<file path="config.mk">
export PLATFORM = sky130hd
export DESIGN_NAME = vga_timing_gen
export DESIGN_NICKNAME = d
export VERILOG_FILES = /design/src/rtl/vga_timing_gen.sv
export SDC_FILE = /design/constraint.sdc
export NUM_CORES = 1
export LEC_CHECK = 0
export BUFFER_PORTS_ARGS = -buffer_cell sky130_fd_sc_hd__buf_2
export CAP_MARGIN = 20
export CORE_MARGIN = 2
export CORE_UTILIZATION = 55
export CTS_CLUSTER_SIZE = 24
export DETAILED_ROUTE_END_ITERATION = 8
export PLACE_DENSITY = 0.94
export REMOVE_ABC_BUFFERS = 1
export SLEW_MARGIN = 20
export SYNTH_ARGS = -nofsm -noshare
export SYNTH_HDL_FRONTEND = slang
export SYNTH_SLANG_ARGS = --single-unit
</file>
<file path="constraint.sdc">
create_clock -name clk -period 4.3 [get_ports clk]
set_clock_uncertainty 0.05 [all_clocks]
set_input_delay 0.645 -clock clk [delete_from_list [all_inputs] [get_ports clk]]
set_output_delay 0.645 -clock clk [all_outputs]
set_load 0.03 [all_outputs]
</file>
<file path="src/rtl/vga_timing_gen.sv">
// VGA raster timing: hpos/vpos counters with combinational sync, visible and frame decodes.
// Define VGA_FRAME_COUNT_EN to add the 8-bit frame_count register and port.
module vga_timing_gen #(
    parameter int H_VIEW     = 640,
    parameter int H_FRONT    = 16,
    parameter int H_SYNC     = 96,
    parameter int H_BACK     = 48,
    parameter int V_VIEW     = 480,
    parameter int V_FRONT    = 10,
    parameter int V_SYNC     = 2,
    parameter int V_BACK     = 33,
    parameter bit H_SYNC_POL = 1'b0,
    parameter bit V_SYNC_POL = 1'b0
) (
    input  logic       clk,
    input  logic       reset,
    input  logic       pix_en,
    output logic [9:0] hpos,
    output logic [9:0] vpos,
    output logic       visible,
    output logic       hsync,
    output logic       vsync,
    output logic       hmax,
    output logic       vmax,
    output logic       frame_end
`ifdef VGA_FRAME_COUNT_EN
    ,
    output logic [7:0] frame_count
`endif
);

    localparam int H_TOTAL = H_VIEW + H_FRONT + H_SYNC + H_BACK;
    localparam int V_TOTAL = V_VIEW + V_FRONT + V_SYNC + V_BACK;

    // 11-bit thresholds so a sync window ending exactly at 1024 still compares correctly
    localparam logic [10:0] H_LAST   = 11'(H_TOTAL - 1);
    localparam logic [10:0] V_LAST   = 11'(V_TOTAL - 1);
    localparam logic [10:0] H_VIS    = 11'(H_VIEW);
    localparam logic [10:0] V_VIS    = 11'(V_VIEW);
    localparam logic [10:0] HS_BEG   = 11'(H_VIEW + H_FRONT);
    localparam logic [10:0] HS_END   = 11'(H_VIEW + H_FRONT + H_SYNC);
    localparam logic [10:0] VS_BEG   = 11'(V_VIEW + V_FRONT);
    localparam logic [10:0] VS_END   = 11'(V_VIEW + V_FRONT + V_SYNC);

    if (H_TOTAL > 1024) begin : g_bad_h
        $error("vga_timing_gen: H_TOTAL %0d exceeds 1024", H_TOTAL);
    end
    if (V_TOTAL > 1024) begin : g_bad_v
        $error("vga_timing_gen: V_TOTAL %0d exceeds 1024", V_TOTAL);
    end

    logic [10:0] hx, vx;
    logic        hs_act, vs_act;

    assign hx     = {1'b0, hpos};
    assign vx     = {1'b0, vpos};
    assign hmax   = (hx == H_LAST);
    assign vmax   = (vx == V_LAST);
    assign hs_act = (hx >= HS_BEG) && (hx < HS_END);
    assign vs_act = (vx >= VS_BEG) && (vx < VS_END);

    // Reset masks the decodes so the sync pins sit idle while the counters restart
    assign visible   = !reset && (hx < H_VIS) && (vx < V_VIS);
    assign hsync     = (!reset && hs_act) ? H_SYNC_POL : ~H_SYNC_POL;
    assign vsync     = (!reset && vs_act) ? V_SYNC_POL : ~V_SYNC_POL;
    assign frame_end = !reset && hmax && vmax && pix_en;

    always_ff @(posedge clk) begin
        if (reset) begin
            hpos <= '0;
            vpos <= '0;
        end else if (pix_en) begin
            if (hmax) begin
                hpos <= '0;
                vpos <= vmax ? '0 : vpos + 10'd1;
            end else begin
                hpos <= hpos + 10'd1;
            end
        end
    end

`ifdef VGA_FRAME_COUNT_EN
    always_ff @(posedge clk) begin
        if (reset)
            frame_count <= '0;
        else if (frame_end)
            frame_count <= frame_count + 8'd1;
    end
`endif

endmodule

</file>
==> metrics <==
vias in the first global route=900; Synth async-reset ratio=0%; worst hold slack=0.472 ns; area share of the largest cell type after synthesis=37.1%; worst slew pin tran=0.615 ns; total grt overflow=0; Cell Area, Synth=0.00108 sq mm; most common cell in the netlist=dfxtp_1; DP HPWL=1880 um; Int Power=0.000226 W; clk root buf=clkbuf_4; die area=0.00233 sq mm; CP endpoint kind=output pin; Setup TNS Final=0 ns; VDD IR max=0.223 mV; area of the core=0.00190 sq mm; ANT cells=0; layout cells sized above 1=21.4%; post-synthesis sequential area ratio=37.1%; Power Dens Cells=239 mW/mm^2; Req. time, crit path=3.61 ns; Crit Path Max Fanout=19; nets=169; final RePlAce weighted congestion=0.855; Gate power share=7.0%; largest net degree at the start of global routing=20; Die Y=48.3 um; Die W=48.3 um; Sw Share=24.3%; Synth Warn #=0; unrepaired setup endpoints after global routing=no; critical path's largest stage delay=0.57 ns; Max-cap violations=0; main area contributors after synthesis=dfxtp_1 37%, ha_1 5.8%, xnor2_1 5.7%, nor2_1 4.9%, nand3_1 4.2%; Rows=16; Clock Sinks=20; H-tree levels=1; status=complete, no violations; Final Max Slew Viols=0; CP Class=flip-flop to output pin; Flop pwr share=63.7%; final setup vio count=0; leak pwr=0.485 nW; Critical Path Start Type=flip-flop; Final ANT Viol Nets=0; first-pass iteration count of the detailed router=4; routed len/inst=13.5 um; Commonest cells post-synth=20 x dfxtp_1, 14 x nor2_1, 9 x inv_1, 9 x nand3_1, 8 x a21oi_1; Main synth FF type=dfxtp_1; # DRC=0; WP data arrival=2.09 ns; clk buf depth=2; TritonCTS Buffers=3; Clk pwr share=29.4%; starting density of the core=56.7%; FILL cells=169; Yosys cell types=28; worst path cell trace=ha_1 > nand2_1 > or4_4 > nor3_1 > buf_2; I/O Buffers=28; Hold Path Class=flip-flop to flip-flop; fin crit period=2.78 ns; final hold vios=0; Final Cycle Share=64.7%; synth-to-layout area growth=16.1%; clock latency at the later pin of the worst-skew pair=0.30 ns; Post CTS Setup Buffer Count=0; CTS clk-pin slew, worst paths=0.10 ns; total vias in the final route=1068; Peak Freq=359 MHz; Psw=0.0000725 W; Resized cells post-CTS=0; Yosys top cell by area=dfxtp_1; CTS tree=done; first-pass GRT wire length=3720 um; total power=0.000299 W; Via density=5.74; Yosys reg bits=20; Tot GR Track Use=22.8%; 1st-iter DRT viols=29; Top Ports=29; hold-fix buffer count after cts=0; cells after synthesis=132; slowest CP cell=or4_4; slew margin rel.=58.6%; Post-Route WL=2510 um; Avg Cell Area, Syn=8.17 sq um; initial antenna violation count=0; EDFF count, synth=0; final core utilization=65.9%
-- final timing paths --
check	startpoint	endpoint	slack (ns)	depth (start not counted)
worst min register to register	vpos[9]	vpos[9]	0.47	2
worst max register to register	hpos[0]	vpos[7]	2.11	5
worst max-delay path	hpos[0]	frame_end	1.52	5
worst min-delay path	vpos[9]	vpos[9]	0.47	2
-- cells by family (layout without fill, tap and decap cells) --
| group | after synthesis | in the layout | share of synthesized area, % |
|---|---|---|---|
| and+or+nand+nor | 62 | 62 | 31.2 |
| AOI/OAI and AO/OA | 21 | 21 | 11.6 |
| DFF | 20 | 20 | 37.1 |
| buffers and inverters | 13 | 40 | 5.22 |
| xor gates and xnor gates | 10 | 10 | 8.12 |
| adders and majority gates | 5 | 5 | 5.80 |
| muxes | 1 | 1 | 0.928 |
-- layout by cell type, fill, tap and decap left out, drive strengths merged --
cell type and count:
nand2 7, inv 9, or2 1, mux2i 1, a21oi 8, dfxtp 20
nor3 6, nor4bb 1, nand3b 1, o31ai 4, nand4 5, or3 4
ha 5, or4 7, o21ai 7, clkbuf 3, nor2 14, nand2b 1
xnor2 7, xor2 3, a32oi 1, and2 2, o21bai 1, buf 28
nor4 2, nand3 9, and3 2
-- power by group through the flow --
stage	clock [W]	combinational (W)	sequential (W)
after floorplan	0	0.00000897	0.000198
after global placement	0	0.0000196	0.000194
after detailed placement	0	0.0000210	0.000195
after CTS	0.0000889	0.0000210	0.000190
after global routing	0.0000954	0.0000223	0.000191
final	0.0000877	0.0000209	0.000190
-- critical path, delay by kind of cell (launching register included) --
| family | cells | cell delay, ns |
|---|---|---|
| buffers and inverters | 1 | 0.23 |
| AND/OR/NAND/NOR | 3 | 0.89 |
| flip-flops | 1 | 0.44 |
| adder cells (fa/ha/maj) | 1 | 0.23 |
-- sequential cells by signal, indices dropped and copies added, names as in the netlist --
name  count
hpos     10
vpos     10
-- layout make-up --
cell class / instances / area (sq um) / share of cell area [%]
timing repair buffer: 28 / 140 / 11.2
clock buffer: 3 / 22.5 / 1.80
sequential: 20 / 400 / 32.0
tap: 27 / 33.8 / 2.70
inverter: 9 / 33.8 / 2.70
multi-input combinational: 99 / 622 / 49.7
-- routing by layer --
layer / vias to the layer above / part of all wire [%] / GRT usage (%)
li1: 527 / - / -
met1: 499 / 43 / 26.4
met2: 32 / 50 / 39.5
met3: 10 / 4.1 / 5.19
met4: 0 / 2.5 / 10.3
met5: - / 0 / 0
-- per-stage QoR --
stage	instances	worst slack, ns	instance area (sq um)
floorplan	128	1.46	1060
global placement	183	1.76	1230
detailed placement	183	1.70	1230
CTS	186	1.54	1250
global route	186	1.41	1250
finish	186	1.52	1250
(Power assumes the default switching activity.)
